==> src/rtl/weight_read_ctrl.sv <==
// Weight-memory read sequencer for one neuron: pairs each accepted input sample
// with its weight (1-cycle memory latency) and flags the last pair of a pass.
module weight_read_ctrl #(
    parameter int numWeight    = 784,
    parameter int addressWidth = 10,
    parameter int dataWidth    = 16
) (
    input  logic                    clk,
    input  logic                    rst_n,
    input  logic                    start,
    input  logic                    in_valid,
    input  logic [dataWidth-1:0]    in_data,
    output logic                    in_ready,
    output logic                    ren,
    output logic [addressWidth:0]   raddr,
    input  logic [dataWidth-1:0]    wout,
    output logic                    pair_valid,
    output logic [dataWidth-1:0]    pair_x,
    output logic [dataWidth-1:0]    pair_w,
    output logic                    pair_last,
    output logic                    busy,
    output logic                    done
);

    localparam logic [1:0] IDLE  = 2'd0;
    localparam logic [1:0] RUN   = 2'd1;
    localparam logic [1:0] DRAIN = 2'd2;
    localparam logic [1:0] DONE  = 2'd3;

    localparam logic [addressWidth:0] LAST_ADDR = (addressWidth+1)'(numWeight - 1);
    localparam logic [addressWidth:0] ADDR_ONE  = (addressWidth+1)'(1);
    localparam logic [addressWidth:0] ADDR_ZERO = (addressWidth+1)'(0);

    logic [1:0]              state_r;
    logic [1:0]              next_state_s;
    logic [addressWidth:0]   addr_cnt_r;
    logic                    accept_s;
    logic                    last_s;
    logic                    pair_valid_r;
    logic                    pair_last_r;
    logic [dataWidth-1:0]    pair_x_r;
    logic                    busy_r;
    logic                    done_r;

    // Handshake decode: a sample is taken only while running.
    always_comb begin
        accept_s = 1'b0;
        last_s   = 1'b0;
        if (state_r == RUN) begin
            accept_s = in_valid;
        end else begin
            accept_s = 1'b0;
        end
        if (addr_cnt_r == LAST_ADDR) begin
            last_s = 1'b1;
        end else begin
            last_s = 1'b0;
        end
    end

    // Next-state logic; start is only looked at in IDLE.
    always_comb begin
        next_state_s = state_r;
        case (state_r)
            IDLE: begin
                if (start) begin
                    next_state_s = RUN;
                end else begin
                    next_state_s = IDLE;
                end
            end
            RUN: begin
                if (accept_s && last_s) begin
                    next_state_s = DRAIN;
                end else begin
                    next_state_s = RUN;
                end
            end
            DRAIN:   next_state_s = DONE;
            DONE:    next_state_s = IDLE;
            default: next_state_s = IDLE;
        endcase
    end

    // State register.
    always_ff @(posedge clk or negedge rst_n) begin
        if (!rst_n) begin
            state_r <= IDLE;
        end else begin
            state_r <= next_state_s;
        end
    end

    // Read address counter: cleared on pass start and on completion.
    always_ff @(posedge clk or negedge rst_n) begin
        if (!rst_n) begin
            addr_cnt_r <= ADDR_ZERO;
        end else begin
            case (state_r)
                IDLE: begin
                    if (start) begin
                        addr_cnt_r <= ADDR_ZERO;
                    end else begin
                        addr_cnt_r <= addr_cnt_r;
                    end
                end
                RUN: begin
                    if (accept_s) begin
                        addr_cnt_r <= addr_cnt_r + ADDR_ONE;
                    end else begin
                        addr_cnt_r <= addr_cnt_r;
                    end
                end
                DONE:    addr_cnt_r <= ADDR_ZERO;
                default: addr_cnt_r <= addr_cnt_r;
            endcase
        end
    end

    // Sample register lines up with the weight arriving one cycle after the read.
    always_ff @(posedge clk or negedge rst_n) begin
        if (!rst_n) begin
            pair_valid_r <= 1'b0;
            pair_last_r  <= 1'b0;
            pair_x_r     <= '0;
        end else begin
            pair_valid_r <= accept_s;
            pair_last_r  <= accept_s && last_s;
            if (accept_s) begin
                pair_x_r <= in_data;
            end else begin
                pair_x_r <= pair_x_r;
            end
        end
    end

    // Status flags decoded from the upcoming state so they align with it.
    always_ff @(posedge clk or negedge rst_n) begin
        if (!rst_n) begin
            busy_r <= 1'b0;
            done_r <= 1'b0;
        end else begin
            busy_r <= (next_state_s == RUN) || (next_state_s == DRAIN);
            done_r <= (next_state_s == DONE);
        end
    end

    assign in_ready   = (state_r == RUN);
    assign ren        = accept_s;
    assign raddr      = addr_cnt_r;
    assign pair_valid = pair_valid_r;
    assign pair_x     = pair_x_r;
    assign pair_w     = wout;
    assign pair_last  = pair_last_r;
    assign busy       = busy_r;
    assign done       = done_r;

endmodule

==> config.mk <==
export PLATFORM = sky130hd
export DESIGN_NAME = weight_read_ctrl
export DESIGN_NICKNAME = d
export VERILOG_FILES = /design/src/rtl/weight_read_ctrl.sv
export SDC_FILE = /design/constraint.sdc
export NUM_CORES = 1
export LEC_CHECK = 0
export BUFFER_PORTS_ARGS = -buffer_cell sky130_fd_sc_hd__clkbuf_2
export CORE_ASPECT_RATIO = 0.9
export CORE_UTILIZATION = 49
export CTS_BUF_LIST = sky130_fd_sc_hd__clkbuf_4
export CTS_CLUSTER_SIZE = 16
export DETAILED_ROUTE_END_ITERATION = 16
export HOLD_SLACK_MARGIN = 0.1
export PLACE_DENSITY = 0.87
export SLEW_MARGIN = 15
export SYNTH_ARGS = -nofsm -noshare
export SYNTH_HDL_FRONTEND = slang
export SYNTH_SLANG_ARGS = --single-unit
==> constraint.sdc <==
create_clock -name clk -period 4.5 [get_ports clk]
set_input_delay 0.45 -clock clk [delete_from_list [all_inputs] [get_ports clk]]
set_output_delay 0.45 -clock clk [all_outputs]
set_load 0.1 [all_outputs]
==> impl_metrics.csv, run 1 <==
group,metric,value,unit
run_status,status,"complete, no violations",
cts,cts_setup_buffers,0,
sta,worst_slack,2.08,ns
pwr,power.switching,462,uW
synth,synth_edf_count,0,
synth,synth_cells,126,
route,drtIter0Drc,50,
floorplan,io-pin-count,85,
floorplan,initial_utilization,53.7,%
sta,hold_viol_final,0,
worst_setup_path,r2r_slack,2.80,ns
pwr,ir_drop,0.267,mV
sta,fin_crit_sh,53.9,%
route,ant_nets,0,
sta,tns,0,ns
cts,insertion_delay,0.33,ns
route,firstDrtPassIters,4,
floorplan,die_x,61.3,um
pwr,power_frac_clock,15.7,%
sta,max-slew-margin-rel,47.0,%
final_layout,syn2layout_area_growth,12.8,%
final_layout,nets,202,
worst_setup_path,r2r_cells,4,
synth,synth.avg_cell_area,12.3,um^2
sta,fin_crit,2.42,ns
cts,clock-root-buffer,"clkbuf_4",
placement,io_buffers,52,
worst_setup_path,r2r_start,"raddr[4]$_DFFE_PN0P_",
cts,tritoncts,"done",
sta,rsz0062_at_grt,"no",
synth,netlist_area,1550,um^2
synth,synth_most_common_cell,"dfrtp_1",
worst_setup_path,critPathMaxFanout,19,
pwr,p_int,455,uW
route,drc,0,
final_layout,drive_gt1_share,50.6,%
route,vias,1040,
grt,grt-ovfl-total,0,
cts,clk_pin_slew_worst_paths,0.09,ns
synth,synth_top_area_share,53.3,%
flow_run,cap_viol_max_count,0,
final_layout,antennaDiodeCount,0,
floorplan,die_h,55.3,um
worst_setup_path,crit_path_start_kind,"register",
route,wire_per_inst,14.0,um
placement,routabilityCongestion,0.835,
synth,synth_nets,163,
floorplan,coreArea,2880,um^2
synth,yosysTopAreaCell,"dfrtp_1",
worst_setup_path,cp.required,4.05,ns
placement,pre_cts_ws,2.42,ns
sta,hold_ws,0.188,ns
pwr,switching_share,50.4,%
worst_setup_path,end_kind,"output port",
floorplan,die_area,3390,um^2
synth,synth_commonest_cells,"dfrtp_1, buf_4, mux2_2, nor2_1, xnor2_1",
route,viasPerCell,5.10,
sta,finalSetupViolations,0,
pwr,p_seq_share,40.5,%
worst_setup_path,worstSetupPathType,"reg2out",
cts,cts.repair.resized,0,
synth,synth_flop_cell,"dfrtp_1",
sta,slew_violations,0,
worst_setup_path,cp.arrival,1.97,ns
pwr,p_leak,0.000821,uW
synth,yosys-top-cells-area,"dfrtp_1, mux2_2, buf_4",
synth,async_flop_share,100,%
cts,cts_hold_buf,0,
sta,tightest_slew,0.794,ns
grt,grt_usage,20.2,%
grt,antenna_found_initial,0,
grt,grt_start_max_net_pins,34,
pwr,combPwrFrac,43.8,%
floorplan,rows,18,
placement,dp_hpwl,2.09,mm
sta,skew,0.00595,ns
route,routed_wl,2.86,mm
synth,yosysWarnings,0,
synth,synth.distinct_cells,33,
pwr,p_per_area,525,nW/um^2
worst_setup_path,reg2reg_to,"state_r[0]$_DFF_PN0_",
cts,cts_buffers,5,
cts,clock_sinks,33,
synth,ys_seq_area_share,53.3,%
grt,grt_pass1_wl,4.89,mm
cts,clock_path_buffers,2,
cts,h-tree-depth,2,
hold_path,min-delay-path-class,"in2async",
grt,grt_pass1_vias,1039,
synth,synth-seq-cells,33,
sta,max_freq,413,MHz
## per-layer routing
layer | track usage (%) | part of all wire, %
met5 | 0 | 0
met4 | 9.42 | 1.6
met3 | 9.13 | 6.8
met2 | 31.5 | 49
met1 | 23.2 | 42
## layout make-up
type | count | area, um^2
inverter | 2 | 7.51
fill | 258 | 1140
multi-input combinational | 71 | 561
sequential | 33 | 826
clock inverter | 1 | 5.00
tap | 40 | 50.0
timing repair buffer | 52 | 260
clock buffer | 5 | 37.5
## cell usage in the layout, fill, tap and decap left out, drive strengths merged, types with 2 or more instances in the layout
cell    count
inv         2
a211oi      6
xnor2       8
o21ai       2
nand2       7
nor3        2
mux2       16
nor2       12
a21oi       2
dfrtp      33
clkbuf     57
nand3       4
## worst max-delay path, cell delays in order, from the launching register on
cell and delay, ns:
dfrtp_1 0.48, nor2b_2 0.21, nand2_1 0.12, inv_2 0.31, clkbuf_2 0.53
## registers in the layout, summed over array words and instances (netlist names)
name and flops:
busy 1, done 1, pair_last 1, pair_valid 1
pair_x 16, raddr 11, state_r 2
## how the worst max path moves through the flow
stage	to	startpoint	cells past startpoint	slack (ns)
after global routing	ren	state_r[0]$_DFF_PN0_	4	1.92
after global placement	ren	state_r[0]$_DFF_PN0_	4	2.52
after CTS	ren	state_r[0]$_DFF_PN0_	4	2.04
after floorplan	pair_x[10]$_DFFE_PN0P_	state_r[1]$_DFF_PN0_	6	1.69
final	ren	state_r[0]$_DFF_PN0_	4	2.08
after detailed placement	ren	state_r[0]$_DFF_PN0_	4	2.42
## logic make-up (layout without fill, tap and decap cells)
| kind of cell | count (synthesis) | count (layout) | synth area share (%) |
|---|---|---|---|
| mux | 16 | 16 | 11.6 |
| fa+ha+maj | 1 | 1 | 0.808 |
| buf+inv | 22 | 60 | 10.5 |
| flops | 33 | 33 | 53.3 |
| compound gates | 14 | 14 | 8.64 |
| simple gates | 32 | 32 | 10.6 |
| xor+xnor | 8 | 8 | 4.52 |
## through the flow
step	cells	utilization [%]	power, uW	area (um^2)
after floorplan	126	-	773	1550
after global placement	198	59.1	775	1700
after detailed placement	198	59.1	782	1700
after CTS	204	60.6	930	1750
after global routing	204	60.6	961	1750
final	204	60.6	917	1750
## power groups by stage
stage	Clock (uW)	Sequential (uW)	Combinational, uW
finish	144	372	401
global route	166	378	417
CTS	154	372	405
detailed placement	0	378	404
global placement	0	376	399
floorplan	0	641	133
Note: power is estimated with default switching activity, not from simulation.
==> inputs of run 2 (changes only) <==
--- a/config.mk
+++ b/config.mk
@@ -7,12 +7,12 @@
 export LEC_CHECK = 0
 export BUFFER_PORTS_ARGS = -buffer_cell sky130_fd_sc_hd__clkbuf_2
 export CORE_ASPECT_RATIO = 0.9
-export CORE_UTILIZATION = 49
+export CORE_UTILIZATION = 46
 export CTS_BUF_LIST = sky130_fd_sc_hd__clkbuf_4
 export CTS_CLUSTER_SIZE = 16
 export DETAILED_ROUTE_END_ITERATION = 16
 export HOLD_SLACK_MARGIN = 0.1
-export PLACE_DENSITY = 0.87
+export PLACE_DENSITY = 0.82
 export SLEW_MARGIN = 15
 export SYNTH_ARGS = -nofsm -noshare
 export SYNTH_HDL_FRONTEND = slang
==> constraint.sdc (replaced) <==
create_clock -name clk -period 2.31 [get_ports clk]
set_input_delay 0.231 -clock clk [delete_from_list [all_inputs] [get_ports clk]]
set_output_delay 0.231 -clock clk [all_outputs]
set_load 0.1 [all_outputs]
==> run 2 against run 1 <==
  * Final cell count rose by 2.5%
  * Critical path depth did not move
  * Die area rose by 6.3%
  * Core utilization fell by 3.1 points
  * Non-clock buffer count rose by 2
  * First-iteration DRC count fell by 40%
  * Register-to-register slack got worse by 2.2 ns
  * Power rose by 110%
  * Critical endpoint unchanged
==> impl_metrics.csv, run 2 (synthesized netlist as in run 1, its figures left out) <==
group,metric,value,unit
route,firstDrtPassIters,4,
cts,clk_pin_slew_worst_paths,0.10,ns
sta,tns,0,ns
floorplan,die_x,63.2,um
pwr,p_per_area,1060,nW/um^2
sta,skew,0.00924,ns
grt,grt_usage,17.5,%
final_layout,syn2layout_area_growth,16.5,%
cts,cts_setup_buffers,0,
flow_run,cap_viol_max_count,0,
floorplan,initial_utilization,49.4,%
final_layout,nets,204,
floorplan,die_h,57.1,um
sta,max_freq,464,MHz
placement,dp_hpwl,2.08,mm
final_layout,final_common_cell,"clkbuf_2",
route,drtIter0Drc,30,
final_layout,fin_area,1800,um^2
placement,placedCellCount,200,
cts,cts_buffers,5,
route,ant_nets,0,
floorplan,coreArea,3140,um^2
worst_setup_path,worstSetupPathType,"reg2out",
sta,hold_viol_final,0,
floorplan,io-pin-count,85,
sta,slew_violations,0,
final_layout,antennaDiodeCount,0,
route,wire_per_inst,13.4,um
final_layout,nFillCells,293,
sta,fin_crit,2.16,ns
pwr,p_leak,0.000852,uW
grt,grt_start_max_net_pins,34,
pwr,power.total,1910,uW
grt,grt_pass1_vias,1026,
sta,rsz0062_at_grt,"no",
grt,antenna_found_initial,0,
worst_setup_path,crit_path_start_kind,"register",
final_layout,layout_common_cells,"clkbuf_2, dfrtp_1, nor2_1, mux2_2, xnor2_1",
final_layout,largest_reg_flops,16,
worst_setup_path,cp.arrival,1.93,ns
final_layout,instances_no_fill,209,
cts,clock_path_buffers,2,
sta,tightest_slew,0.781,ns
worst_setup_path,end_kind,"output port",
sta,fin_crit_sh,93.4,%
cts,clock_sinks,33,
placement,place_area,1710,um^2
route,vias,1058,
cts,tritoncts,"done",
placement,routabilityCongestion,0.800,
run_status,status,"complete, no violations",
grt,grt_pass1_wl,4.69,mm
final_layout,register_area,826,um^2
placement,io_buffers,52,
pwr,ir_drop,0.569,mV
route,routed_wl,2.80,mm
grt,grt-ovfl-total,0,
sta,finalSetupViolations,0,
hold_path,min-delay-path-class,"in2reg",
sta,max-slew-margin-rel,47.9,%
worst_setup_path,critPathMaxFanout,19,
final_layout,multi_input_area,566,um^2
final_layout,drive_gt1_share,50.3,%
cts,insertion_delay,0.33,ns
cts,h-tree-depth,2,
worst_setup_path,cp.required,2.08,ns
route,drc,0,
floorplan,die_area,3600,um^2
floorplan,rows,19,
route,viasPerCell,5.06,
cts,clock-root-buffer,"clkbuf_4",
-- run 2: changes by cell type in the layout (fill, tap and decap cells not counted), sizes merged --
cell / previous run / this run
buf: 0 / 1
clkbuf: 57 / 56
bufinv: 0 / 1
dlygate4sd3: 0 / 2
-- run 2: layer usage --
| layer | up-vias | wire (um) | global-route usage, % |
|---|---|---|---|
| met4 | 0 | 69 | 9.63 |
| met5 | - | 0 | 0 |
| met2 | 37 | 1370 | 28.6 |
| met3 | 15 | 175 | 6.60 |
| met1 | 505 | 1180 | 20.0 |
| li1 | 501 | - | - |
-- run 2: through the flow --
stage                     hold WS, ns  util, %  worst slack, ns
final                           0.112     57.5            0.153
after CTS                       0.101     57.2           0.0986
after global placement          0.339     54.5            0.549
after detailed placement        0.357     54.5            0.481
after global routing            0.102     57.5          0.00119
after floorplan               -0.0646        -           0.0824
-- run 2: critical path, stage by stage (launching register included) --
cell and delay, ns:
dfrtp_1 0.48, nor2b_4 0.19, nand2_1 0.11, inv_2 0.31, buf_2 0.50
-- run 2: layout make-up --
type | instances | share of cell area [%]
multi-input cells | 71 | 31.3
repair buffers | 54 | 15.5
flip-flops and latches | 33 | 45.8
inverters | 2 | 0.416
clock inverters | 2 | 1.94
well taps | 42 | 2.91
clock buffers | 5 | 2.08
-- run 2: repair_timing --
item | 4_1_cts | 5_1_grt
resized for setup | 0 | 1
setup endpoints to repair | 0 | 1
hold buffers | 1 | 1
endpoints found under the hold margin | 33 | 1
-- run 2: power breakdown --
group | switching [uW] | internal [uW] | total [uW]
registers | 72.4 | 649 | 721
clock network | 180 | 220 | 400
logic | 653 | 134 | 787
total | 905 | 1000 | 1910
-- run 2: path summary, 6_finish.rpt --
check                                      start                    end  slack, ns  cells past startpoint
max                         state_r[0]$_DFF_PN0_                    ren       0.15                      4
min                                   in_data[0]  pair_x[0]$_DFFE_PN0P_       0.11                      2
max reg2reg                 state_r[1]$_DFF_PN0_  raddr[10]$_DFFE_PN0P_       0.57                      4
min reg2reg                pair_x[9]$_DFFE_PN0P_  pair_x[9]$_DFFE_PN0P_       0.50                      1
max in group asynchronous                  rst_n  pair_x[8]$_DFFE_PN0P_       1.31                      2
min in group asynchronous                  rst_n   state_r[0]$_DFF_PN0_       0.51                      2
==> inputs of run 3 (changes only) <==
--- a/config.mk
+++ b/config.mk
@@ -12,7 +12,8 @@
 export CTS_CLUSTER_SIZE = 16
 export DETAILED_ROUTE_END_ITERATION = 16
 export HOLD_SLACK_MARGIN = 0.1
-export PLACE_DENSITY = 0.82
+export PLACE_DENSITY = 0.94
+export SKIP_CTS_REPAIR_TIMING = 1
 export SLEW_MARGIN = 15
 export SYNTH_ARGS = -nofsm -noshare
 export SYNTH_HDL_FRONTEND = slang
==> run 3 against run 2 <==
  * Clock skew up 0.0091 ns
  * Global-route usage decreased by 0.32 points
  * Final area fell by 1.2%
  * Wire length is 3.3% lower
  * Worst hold slack improved by 0.0095 ns
  * Clock power fell by 26%
  * Core utilization fell by 0.72 points
  * Register-to-register slack about the same
  * Sequential share of layout area up 0.58 points
  * Non-clock buffer count did not move
  * Critical path type unchanged
==> impl_metrics.csv, run 3 (synthesized netlist as in run 1, its figures left out) <==
group,metric,value,unit
sta,fin_crit,2.20,ns
final_layout,final_common_cell,"clkbuf_2",
placement,dp_hpwl,1.99,mm
route,firstDrtPassIters,4,
cts,tritoncts,"done",
cts,insertion_delay,0.33,ns
floorplan,coreArea,3140,um^2
cts,clock_sinks,33,
grt,grt-ovfl-total,0,
route,drc,0,
floorplan,initial_utilization,49.4,%
worst_setup_path,slowest_delay,0.53,ns
worst_setup_path,r2r_cells,4,
worst_setup_path,slowest_stage,"clkbuf_2",
final_layout,multi_input_area,566,um^2
hold_path,min-delay-path-class,"in2reg",
sta,max_freq,455,MHz
cts,cts_buffers,5,
flow_run,cap_viol_max_count,0,
grt,grt_usage,17.2,%
final_layout,nets,204,
worst_setup_path,critPathMaxFanout,19,
sta,rsz0062_at_grt,"no",
grt,antenna_found_initial,0,
worst_setup_path,path_cells,"nor2b_4 > nand2_1 > inv_2 > clkbuf_2",
final_layout,syn2layout_area_growth,15.0,%
hold_path,hold_depth,2,
route,wire_per_inst,12.9,um
route,drtIter0Drc,98,
cts,clock-root-buffer,"clkbuf_4",
final_layout,register_area,826,um^2
cts,clock_path_buffers,2,
sta,tns,0,ns
pwr,p_leak,0.000841,uW
grt,grt_pass1_vias,1051,
sta,finalSetupViolations,0,
worst_setup_path,cp.arrival,1.97,ns
final_layout,layout_common_cells,"clkbuf_2, dfrtp_1, nor2_1, mux2_2, xnor2_1",
final_layout,nFillCells,290,
placement,routabilityCongestion,0.789,
sta,hold_ws,0.122,ns
route,vias,1056,
floorplan,die_area,3600,um^2
final_layout,largest_reg_flops,16,
sta,slew_violations,0,
pwr,p_per_area,1010,nW/um^2
route,routed_wl,2.70,mm
sta,hold_viol_final,0,
floorplan,rows,19,
route,viasPerCell,5.03,
cts,clk_pin_slew_worst_paths,0.10,ns
final_layout,antennaDiodeCount,0,
sta,fin_crit_sh,95.1,%
floorplan,io-pin-count,85,
worst_setup_path,cp.required,2.08,ns
final_layout,drive_gt1_share,49.4,%
placement,io_buffers,52,
sta,max-slew-margin-rel,47.0,%
worst_setup_path,end_kind,"output port",
run_status,status,"complete, no violations",
route,ant_nets,0,
sta,skew,0.0183,ns
pwr,ir_drop,0.422,mV
grt,grt_pass1_wl,4.70,mm
floorplan,die_x,63.2,um
sta,tightest_slew,0.796,ns
grt,grt_start_max_net_pins,34,
worst_setup_path,worstSetupPathType,"reg2out",
floorplan,die_h,57.1,um
worst_setup_path,crit_path_start_kind,"register",
cts,h-tree-depth,2,
-- run 3: cell types whose count changed in the layout (fill, tap and decap cells not counted), sizes merged --
cell / before / now
clkinv: 1 / 3
buf: 1 / 0
bufinv: 1 / 0
clkbuf: 56 / 57
-- run 3: cell type report --
type                            count  area share (%)
Multi-Input combinational cell     71            31.7
Inverter                            2           0.421
Timing Repair Buffer               54            15.7
Tap cell                           42            2.95
Sequential cell                    33            46.3
Clock inverter                      3           0.702
Clock buffer                        5            2.11
-- run 3: path summary, 6_finish.rpt --
kind / startpoint / endpoint / slack (ns)
setup / recovery: state_r[0]$_DFF_PN0_ / ren / 0.11
hold / removal: in_data[14] / pair_x[14]$_DFFE_PN0P_ / 0.12
hold reg to reg: pair_x[0]$_DFFE_PN0P_ / pair_x[0]$_DFFE_PN0P_ / 0.49
max in group asynchronous: rst_n / pair_x[15]$_DFFE_PN0P_ / 1.27
setup reg to reg: state_r[1]$_DFF_PN0_ / raddr[10]$_DFFE_PN0P_ / 0.58
min in group asynchronous: rst_n / raddr[7]$_DFFE_PN0P_ / 0.52
-- run 3: critical path: cells and delay by family, from the launching register on --
kind / cells / cell delay [ns]
and+or+nand+nor: 2 / 0.31
buffers and inverters: 2 / 0.84
DFF: 1 / 0.49
-- run 3: where the power goes --
group	switching (uW)	internal (uW)
registers	76.0	649
logic	648	135
clock network	188	110
total	912	894
-- run 3: stage by stage --
| step | cell area [um^2] | instances | util [%] | power (uW) | setup slack, ns |
|---|---|---|---|---|---|
| finish | 1780 | 210 | 56.8 | 1810 | 0.113 |
| global route | 1780 | 210 | 56.8 | 1890 | 0.00642 |
| CTS | 1760 | 208 | 56.1 | 1820 | 0.0764 |
| detailed placement | 1710 | 200 | 54.5 | 1520 | 0.451 |
| global placement | 1710 | 200 | 54.5 | 1510 | 0.521 |
| floorplan | 1560 | 126 | - | 1510 | 0.0824 |
-- run 3: metal layers --
layer	up-vias	GRT usage, %	part of all wire (%)
met5	-	0	0
met4	0	8.97	1.9
met3	14	6.40	6.0
met2	34	28.0	49
met1	512	20.0	43
li1	496	-	-
